[config.mk]
export PLATFORM = sky130hd
export DESIGN_NAME = gray_conv_arbiter_flat
export DESIGN_NICKNAME = d
export VERILOG_FILES = /design/src/rtl/gray_pkg.sv /design/src/rtl/gray_conv_arbiter_if.sv /design/src/rtl/rr_arb2.sv /design/src/rtl/gray_conv_arbiter.sv /design/src/flat_wrapper.sv
export SDC_FILE = /design/constraint.sdc
export NUM_CORES = 1
export LEC_CHECK = 0
export ABC_AREA = 1
export CAP_MARGIN = 5
export CORE_AREA = 10 10 61 63
export CTS_CLUSTER_DIAMETER = 200
export DETAILED_ROUTE_END_ITERATION = 8
export DIE_AREA = 0 0 71 73
export HOLD_SLACK_MARGIN = 0.05
export PLACE_DENSITY = 0.7
export SKIP_LAST_GASP = 1
export SLEW_MARGIN = 5
export SYNTH_ARGS = -nofsm -noshare
export SYNTH_HDL_FRONTEND = slang
export SYNTH_SLANG_ARGS = --single-unit
[constraint.sdc]
create_clock -name clk -period 1.3 [get_ports clk]
set_input_delay 0.39 -clock clk [delete_from_list [all_inputs] [get_ports clk]]
set_output_delay 0.39 -clock clk [all_outputs]
set_load 0.02 [all_outputs]
[src/rtl/gray_pkg.sv]
// rtl/gray_pkg.sv - shared constants for the Gray conversion arbiter
package gray_pkg;

   localparam int DATA_W = 4;

   localparam logic [0:0] ST_EMPTY = 1'b0;
   localparam logic [0:0] ST_FULL  = 1'b1;

endpackage

[src/rtl/gray_conv_arbiter_if.sv]
// rtl/gray_conv_arbiter_if.sv - requester, result and counter signals of the Gray conversion arbiter
interface gray_conv_arbiter_if #(
   parameter int CNT_W = 8
);
   import gray_pkg::*;

   logic              req0_valid;
   logic [DATA_W-1:0] req0_bin;
   logic              req0_ready;
   logic              req1_valid;
   logic [DATA_W-1:0] req1_bin;
   logic              req1_ready;
   logic              out_valid;
   logic [DATA_W-1:0] out_gray;
   logic [DATA_W-1:0] out_bin;
   logic              out_id;
   logic              out_ready;
   logic [CNT_W-1:0]  conv_count;

   modport slave (
      input  req0_valid, req0_bin, req1_valid, req1_bin, out_ready,
      output req0_ready, req1_ready, out_valid, out_gray, out_bin, out_id, conv_count
   );

   modport master (
      output req0_valid, req0_bin, req1_valid, req1_bin, out_ready,
      input  req0_ready, req1_ready, out_valid, out_gray, out_bin, out_id, conv_count
   );

endinterface

[src/rtl/rr_arb2.sv]
// rtl/rr_arb2.sv - two-input round-robin grant selection
module rr_arb2 (
   input  logic [1:0] req,
   input  logic       last_grant,
   output logic       grant
);

   // With contention the requester that did not win last time goes next;
   // with no request the value is irrelevant because the top gates readies.
   always_comb begin
      grant = 1'b0;
      case (req)
         2'b01:   grant = 1'b0;
         2'b10:   grant = 1'b1;
         2'b11:   grant = ~last_grant;
         default: grant = 1'b0;
      endcase
   end

endmodule

[src/rtl/gray_conv_arbiter.sv]
// rtl/gray_conv_arbiter.sv - two-requester binary-to-Gray converter with a one-entry result register
module gray_conv_arbiter
   import gray_pkg::*;
#(
   parameter int CNT_W = 8
) (
   input  logic                 clk,
   input  logic                 rst_n,
   gray_conv_arbiter_if.slave   bus
);

   localparam logic [CNT_W-1:0] CNT_ONE = {{(CNT_W-1){1'b0}}, 1'b1};

   logic [0:0]        state_q, state_d;
   logic              last_grant_q;
   logic [DATA_W-1:0] gray_q, bin_q;
   logic              id_q;
   logic [CNT_W-1:0]  cnt_q;

   logic [1:0]        req;
   logic              grant;
   logic              accept;
   logic              xfer;
   logic [DATA_W-1:0] sel_bin;
   logic [DATA_W-1:0] gray_d;

   assign req = {bus.req1_valid, bus.req0_valid};

   rr_arb2 u_arb (
      .req        (req),
      .last_grant (last_grant_q),
      .grant      (grant)
   );

   assign accept  = (state_q == ST_EMPTY) || bus.out_ready;
   assign xfer    = rst_n && accept && (|req);
   assign sel_bin = grant ? bus.req1_bin : bus.req0_bin;
   assign gray_d  = sel_bin ^ (sel_bin >> 1);

   assign bus.req0_ready = xfer && !grant;
   assign bus.req1_ready = xfer && grant;

   always_comb begin
      state_d = state_q;
      case (state_q)
         ST_EMPTY: if (xfer) state_d = ST_FULL;
         ST_FULL:  if (bus.out_ready && !xfer) state_d = ST_EMPTY;
         default:  state_d = ST_EMPTY;
      endcase
   end

   // last_grant resets to 1 so requester 0 wins the first contention.
   always_ff @(posedge clk or negedge rst_n) begin
      if (!rst_n) begin
         state_q      <= ST_EMPTY;
         last_grant_q <= 1'b1;
         gray_q       <= '0;
         bin_q        <= '0;
         id_q         <= 1'b0;
         cnt_q        <= '0;
      end else begin
         state_q <= state_d;
         if (xfer) begin
            last_grant_q <= grant;
            gray_q       <= gray_d;
            bin_q        <= sel_bin;
            id_q         <= grant;
            cnt_q        <= cnt_q + CNT_ONE;
         end
      end
   end

   assign bus.out_valid  = (state_q == ST_FULL);
   assign bus.out_gray   = gray_q;
   assign bus.out_bin    = bin_q;
   assign bus.out_id     = id_q;
   assign bus.conv_count = cnt_q;

endmodule
[src/flat_wrapper.sv]
// flat-port wrapper written by rule: the top's interface ports become plain ports
module gray_conv_arbiter_flat import gray_pkg::*;
#(
   parameter int CNT_W = 8
)
  (clk, rst_n, bus_req0_valid, bus_req0_bin, bus_req1_valid, bus_req1_bin, bus_out_ready, bus_req0_ready, bus_req1_ready, bus_out_valid, bus_out_gray, bus_out_bin, bus_out_id, bus_conv_count);
  gray_conv_arbiter_if #(.CNT_W(CNT_W)) bus_i ();
  input  logic clk;
  input  logic rst_n;
  input wire logic [$bits(bus_i.req0_valid)-1:0] bus_req0_valid;
  input wire logic [$bits(bus_i.req0_bin)-1:0] bus_req0_bin;
  input wire logic [$bits(bus_i.req1_valid)-1:0] bus_req1_valid;
  input wire logic [$bits(bus_i.req1_bin)-1:0] bus_req1_bin;
  input wire logic [$bits(bus_i.out_ready)-1:0] bus_out_ready;
  output wire logic [$bits(bus_i.req0_ready)-1:0] bus_req0_ready;
  output wire logic [$bits(bus_i.req1_ready)-1:0] bus_req1_ready;
  output wire logic [$bits(bus_i.out_valid)-1:0] bus_out_valid;
  output wire logic [$bits(bus_i.out_gray)-1:0] bus_out_gray;
  output wire logic [$bits(bus_i.out_bin)-1:0] bus_out_bin;
  output wire logic [$bits(bus_i.out_id)-1:0] bus_out_id;
  output wire logic [$bits(bus_i.conv_count)-1:0] bus_conv_count;
  assign bus_i.req0_valid = bus_req0_valid;
  assign bus_i.req0_bin = bus_req0_bin;
  assign bus_i.req1_valid = bus_req1_valid;
  assign bus_i.req1_bin = bus_req1_bin;
  assign bus_i.out_ready = bus_out_ready;
  assign bus_req0_ready = bus_i.req0_ready;
  assign bus_req1_ready = bus_i.req1_ready;
  assign bus_out_valid = bus_i.out_valid;
  assign bus_out_gray = bus_i.out_gray;
  assign bus_out_bin = bus_i.out_bin;
  assign bus_out_id = bus_i.out_id;
  assign bus_conv_count = bus_i.conv_count;
  gray_conv_arbiter #(.CNT_W(CNT_W)) u_core (.clk(clk), .rst_n(rst_n), .bus(bus_i));
endmodule
==> results of run 1 <==
-- worst max-delay path by stage --
stage,to
CTS,bus_req0_ready
global placement,bus_req1_ready
finish,bus_req1_ready
detailed placement,bus_req1_ready
floorplan,bus_req1_ready
global route,bus_req1_ready
-- what timing repair did --
action / in CTS / in global routing
hold buffers: 0 / 0
pin swaps: 8 / 7
setup endpoints to repair: 37 / 12
resized for setup: 95 / 20
hold endpoints to repair: 0 / 0
buffers inserted: 2 / 5
-- logic make-up (layout without fill, tap and decap cells) --
family / count (synthesis) / count (layout) / synth area share
and+or+nand+nor: 89 / 89 / 0.401
xor gates and xnor gates: 4 / 4 / 0.0359
DFF: 18 / 18 / 0.463
AOI/OAI and AO/OA: 2 / 2 / 0.0103
buffers and inverters: 15 / 72 / 0.0769
adders and majority gates: 1 / 1 / 0.0128
-- stage by stage --
stage | setup WS, ns | TNS, ns | util | total power (W)
after global placement | -1.01 | -8.89 | 0.560 | 0.00190
after CTS | -0.377 | -0.744 | 0.549 | 0.00215
final | -0.353 | -0.686 | 0.589 | 0.00218
after global routing | -0.411 | -0.938 | 0.589 | 0.00235
after detailed placement | -0.998 | -9.40 | 0.560 | 0.00193
after floorplan | -0.0939 | -0.179 | - | 0.00134
-- state kept, by name, indices dropped and copies added (netlist names) --
signal and cells:
u_core.bus.out_valid 1, u_core.bus.conv_count 8, u_core.last_grant_q 1, u_core.bus.out_id 1, u_core.bus.out_gray 3, u_core.bus.out_bin 4
-- power groups by stage --
stage | logic, W | clock network, W | registers (W)
3_5_place_dp | 0.00113 | 0 | 0.000800
5_1_grt | 0.00116 | 0.000379 | 0.000807
4_1_cts | 0.00101 | 0.000355 | 0.000788
3_3_place_gp | 0.00111 | 0 | 0.000792
6_report | 0.00105 | 0.000342 | 0.000788
2_1_floorplan | 0.000334 | 0 | 0.00101
-- final cells by class --
type / count / share of cell area
Sequential cell: 18 / 0.294
Multi-Input combinational cell: 96 / 0.334
Tap cell: 31 / 0.0252
Timing Repair Buffer: 56 / 0.290
Inverter: 12 / 0.0325
Clock buffer: 4 / 0.0236
-- cell usage after synthesis (all sizes together) --
cell type   n  area share
dfstp       1       0.027
nand3      10       0.064
nor2        6       0.036
dfrtp      17        0.44
inv        12       0.046
o21ai       2       0.010
nand3b      4       0.031
ha          1       0.013
xor2        1      0.0090
nand4       1      0.0064
xnor2       3       0.027
buf         3       0.031
nand2      68        0.26
-- layer usage --
layer  vias up  track usage
li1        508            -
met1       455        0.104
met2        33        0.188
met3         6       0.0449
met4         0       0.0430
met5         -            0
-- critical path, cell delays in order, from the launching register on --
cell and delay [ns]:
dfstp_2 0.56, nand2_2 0.07, nand2_4 0.08, inv_4 0.05
nand2_4 0.07, inv_4 0.03, buf_6 0.12
==> out/metrics.csv, run 1 <==
metric,value,unit
ctsHtreeMaxLevel,1,
wl_met2,1380,um
swShare,0.386,
slew_violations,0,
insertion_delay,0.29,ns
failed_checks,setup timing,
num-nets-final,201,
n_fill_cell,258,
hold_class,input port to asynchronous set/reset pin,
cp.required,0.91,ns
num_io_pins,33,
finalHoldViolCount,0,
yosysSeqAreaShare,0.463,
critPathKind,flip-flop to output pin,
p_leak,0.856,nW
cp-startpoint,u_core.last_grant_q,
max_clock_freq,605,MHz
yosysWarnings,0,
antenna_cells,0,
drtAntennaViolNets,0,
power_frac_seq,0.361,
num_rows,19,
antenna_found_initial,0,
final_area,1540,um^2
ctsLongestPathBuffers,2,
peakVddDrop,791,uV
via_per_inst,4.62,
overflow,0,
cp-start-kind,flip-flop,
critPathArrivalTime,1.26,ns
cts_made_buffers,3,
root_buffer,clkbuf_4,
start_util,0.373,
place_area,1460,um^2
synth_seq_cells,18,
worst_slack,-0.353,ns
met1_length,1100,um
route.detailed.drc,0,
power.switching,0.000843,W
cts_tree,yes,
r2r_end,u_core.bus.out_gray[1],
final_cell_mix,"53 x nand2_1, 21 x buf_4, 16 x dfrtp_1, 15 x buf_2, 13 x nand2_2",
dp_cells,207,
synth.distinct_cells,19,
endpoint_kind,output pin,
p_int,0.00134,W
final_common_cell,nand2_1,
syn-num-nets,143,
gp_congestion,0.774,
instances_no_fill,217,
dpl.hpwl,2150,um
drive_above_1_share,0.403,
top_layer,met4,
grt_first_pass_wirelength,4530,um
area_growth,57.7,%
worstMarginPinSlew,0.214,ns
finalSetupViolCount,2,
cp_max_fo,3,
final-seq-area,453,um^2
multi_input_area,514,um^2
fin_crit,1.65,ns
grt_setup_unrepaired,true,
maxCapViolations,0,
drt_iter0_markers,38,
fin_crit_sh,1.27,
finalWirelength,2730,um
r2r_start,u_core.last_grant_q,
port-buffer-count,32,
wire_per_inst,12.6,um
status,"finished, violations left",
synth_area,976,um^2
grt_max_degree,19,
core_area,2620,um^2
slew_headroom,0.858,
clockPowerShare,0.157,
dr.pass1.iters,4,
fp.dieH,73,um
dieArea,5180,um^2
synth_area_per_cell,7.57,um^2
reg2regPathDepth,8,
track_usage,0.105,
timing.hold.ws,0.206,ns
clk_pin_slew,0.11,ns
grt_pass1_vias,1064,
synth_cells,129,
wl_met3,207,um
die_w,71,um
combPwrFrac,0.483,
r2r_slack,0.04,ns
clock_sinks,18,
skew,0.00646,ns
num_vias,1002,
cellPowerDensity,1420,nW/um^2
Note: power is estimated with default switching activity, not from simulation.
==> inputs of run 2 (changes only) <==
--- a/config.mk
+++ b/config.mk
@@ -13,4 +13,5 @@
 export DIE_AREA = 0 0 71 73
 export HOLD_SLACK_MARGIN = 0.05
+export MAX_ROUTING_LAYER = met4
 export PLACE_DENSITY = 0.7
 export SKIP_LAST_GASP = 1
==> constraint.sdc (replaced) <==
create_clock -name clk -period 1.3 [get_ports clk]
set_input_delay 0.325 -clock clk [delete_from_list [all_inputs] [get_ports clk]]
set_output_delay 0.325 -clock clk [all_outputs]
set_load 0.02 [all_outputs]
==> run 2 against run 1 <==
  * The flow still finishes with violations (setup timing)
  * Worst hold slack lost 0.017 ns
  * Core utilization shrank 0.096 points
  * Via count shrank 1.0%
  * Critical path depth is the same
  * Sequential power is essentially flat
  * Count of clock-buffer cells in the layout is the same
  * First-iteration DRC count shrank 45%
  * Register-to-register slack lost 0.15 ns
  * Critical path type unchanged
  * Critical endpoint unchanged
  * Largest cell class unchanged
==> out/metrics.csv, run 2 (same netlist as run 1, synthesis figures left out) <==
metric,value,unit
drive_above_1_share,0.402,
num_vias,992,
clock_sinks,18,
fin_crit,1.61,ns
grt_setup_unrepaired,true,
hold_class,input port to asynchronous set/reset pin,
root_buffer,clkbuf_4,
ctsLongestPathBuffers,2,
grt_first_pass_wirelength,4760,um
overflow,0,
via_per_inst,4.61,
num_io_pins,33,
grt_pass1_vias,1103,
r2r_slack,-0.11,ns
dpl.hpwl,2140,um
drt_iter0_markers,21,
final_area,1540,um^2
antenna_cells,0,
gp_congestion,0.812,
cpPeakStageDelay,0.57,ns
start_util,0.373,
grt_max_degree,19,
cp_slowest_cell,dfstp_2,
critPathKind,flip-flop to output pin,
worst_slack,-0.315,ns
die_w,71,um
cp_num_cells,6,
p_leak,0.853,nW
wire_per_inst,13.1,um
status,"finished, violations left",
reg2regPathDepth,9,
peakVddDrop,832,uV
r2r_start,u_core.last_grant_q,
cp.required,0.98,ns
cp_num_buf_inv,3,
tns,-0.881,ns
cts_made_buffers,3,
ctsHtreeMaxLevel,1,
route.detailed.drc,0,
cellPowerDensity,1420,nW/um^2
crit_top_cell,nand2_4,
fp.dieH,73,um
finalSetupViolCount,5,
core_area,2620,um^2
finalWirelength,2820,um
slew_headroom,0.832,
worstMarginPinSlew,0.252,ns
slew_violations,0,
drtAntennaViolNets,0,
antenna_found_initial,0,
r2r_end,u_core.bus.out_gray[2],
track_usage,0.114,
port-buffer-count,32,
num_rows,19,
cts_tree,yes,
clk_pin_slew,0.11,ns
finalHoldViolCount,0,
final_common_cell,nand2_1,
n_fill_cell,263,
area_growth,57.4,%
critPathTopFamily,flip-flops,
ctsHoldBuffers,0,
place_area,1460,um^2
largest_register_ffs,8,
num-nets-final,199,
insertion_delay,0.29,ns
failed_checks,setup timing,
skew,0.00447,ns
maxCapViolations,0,
final_cell_mix,"54 x nand2_1, 18 x buf_4, 17 x buf_2, 16 x dfrtp_1, 10 x nand2_2",
cp-start-kind,flip-flop,
cp_max_fo,3,
endpoint_kind,output pin,
dr.pass1.iters,4,
max_clock_freq,619,MHz
critPathArrivalTime,1.29,ns
worstPathCellList,nand2_4 > nand2_4 > inv_4 > nand2_4 > inv_4 > buf_6,
fin_crit_sh,1.24,
dieArea,5180,um^2
==> run 2: report_power, final <==
| group | internal, W | switching [W] | leakage (nW) | total (W) |
|---|---|---|---|---|
| combinational | 0.000450 | 0.000602 | 0.609 | 0.00105 |
| sequential | 0.000705 | 0.0000800 | 0.223 | 0.000785 |
| clock | 0.000170 | 0.000170 | 0.0210 | 0.000341 |
==> run 2: repair_timing <==
| action | in CTS | in global routing |
|---|---|---|
| gates resized for setup | 79 | 35 |
| pin swaps | 8 | 7 |
| gates cloned | 0 | 0 |
| setup endpoints to repair | 28 | 26 |
| setup buffers | 2 | 6 |
==> run 2: per-stage QoR <==
stage | util | power [W] | hold WS (ns) | instances | setup slack [ns]
floorplan | - | 0.00134 | 0.0294 | 129 | -0.0289
global placement | 0.557 | 0.00189 | 0.466 | 206 | -0.877
detailed placement | 0.557 | 0.00192 | 0.459 | 206 | -0.871
CTS | 0.586 | 0.00224 | 0.201 | 210 | -0.303
global route | 0.588 | 0.00234 | 0.226 | 215 | -0.372
finish | 0.588 | 0.00218 | 0.189 | 215 | -0.315
==> run 2: layout make-up <==
cell class                 instances  area, um^2  area share
sequential                        18         453       0.295
multi-input combinational         96         536       0.349
tap                               31        38.8      0.0252
inverter                          12        50.0      0.0326
clock buffer                       4        36.3      0.0236
timing repair buffer              54         423       0.275
==> run 2: how the worst max path moves through the flow <==
stage / start / endpoint / slack, ns
2_1_floorplan: u_core.bus.out_valid / bus_req1_ready / -0.03
3_3_place_gp: bus_out_ready / bus_req1_ready / -0.88
3_5_place_dp: bus_out_ready / bus_req1_ready / -0.87
4_1_cts: u_core.last_grant_q / bus_req0_ready / -0.30
5_1_grt: u_core.last_grant_q / bus_req1_ready / -0.37
6_report: u_core.last_grant_q / bus_req1_ready / -0.31
==> run 2: per-layer routing <==
metal / track usage / vias up / wire length [um]
met2: 0.204 / 27 / 1420
met4: 0.0323 / 0 / 27
met1: 0.114 / 458 / 1180
met5: - / - / 0
met3: 0.0408 / 4 / 198
li1: - / 503 / -
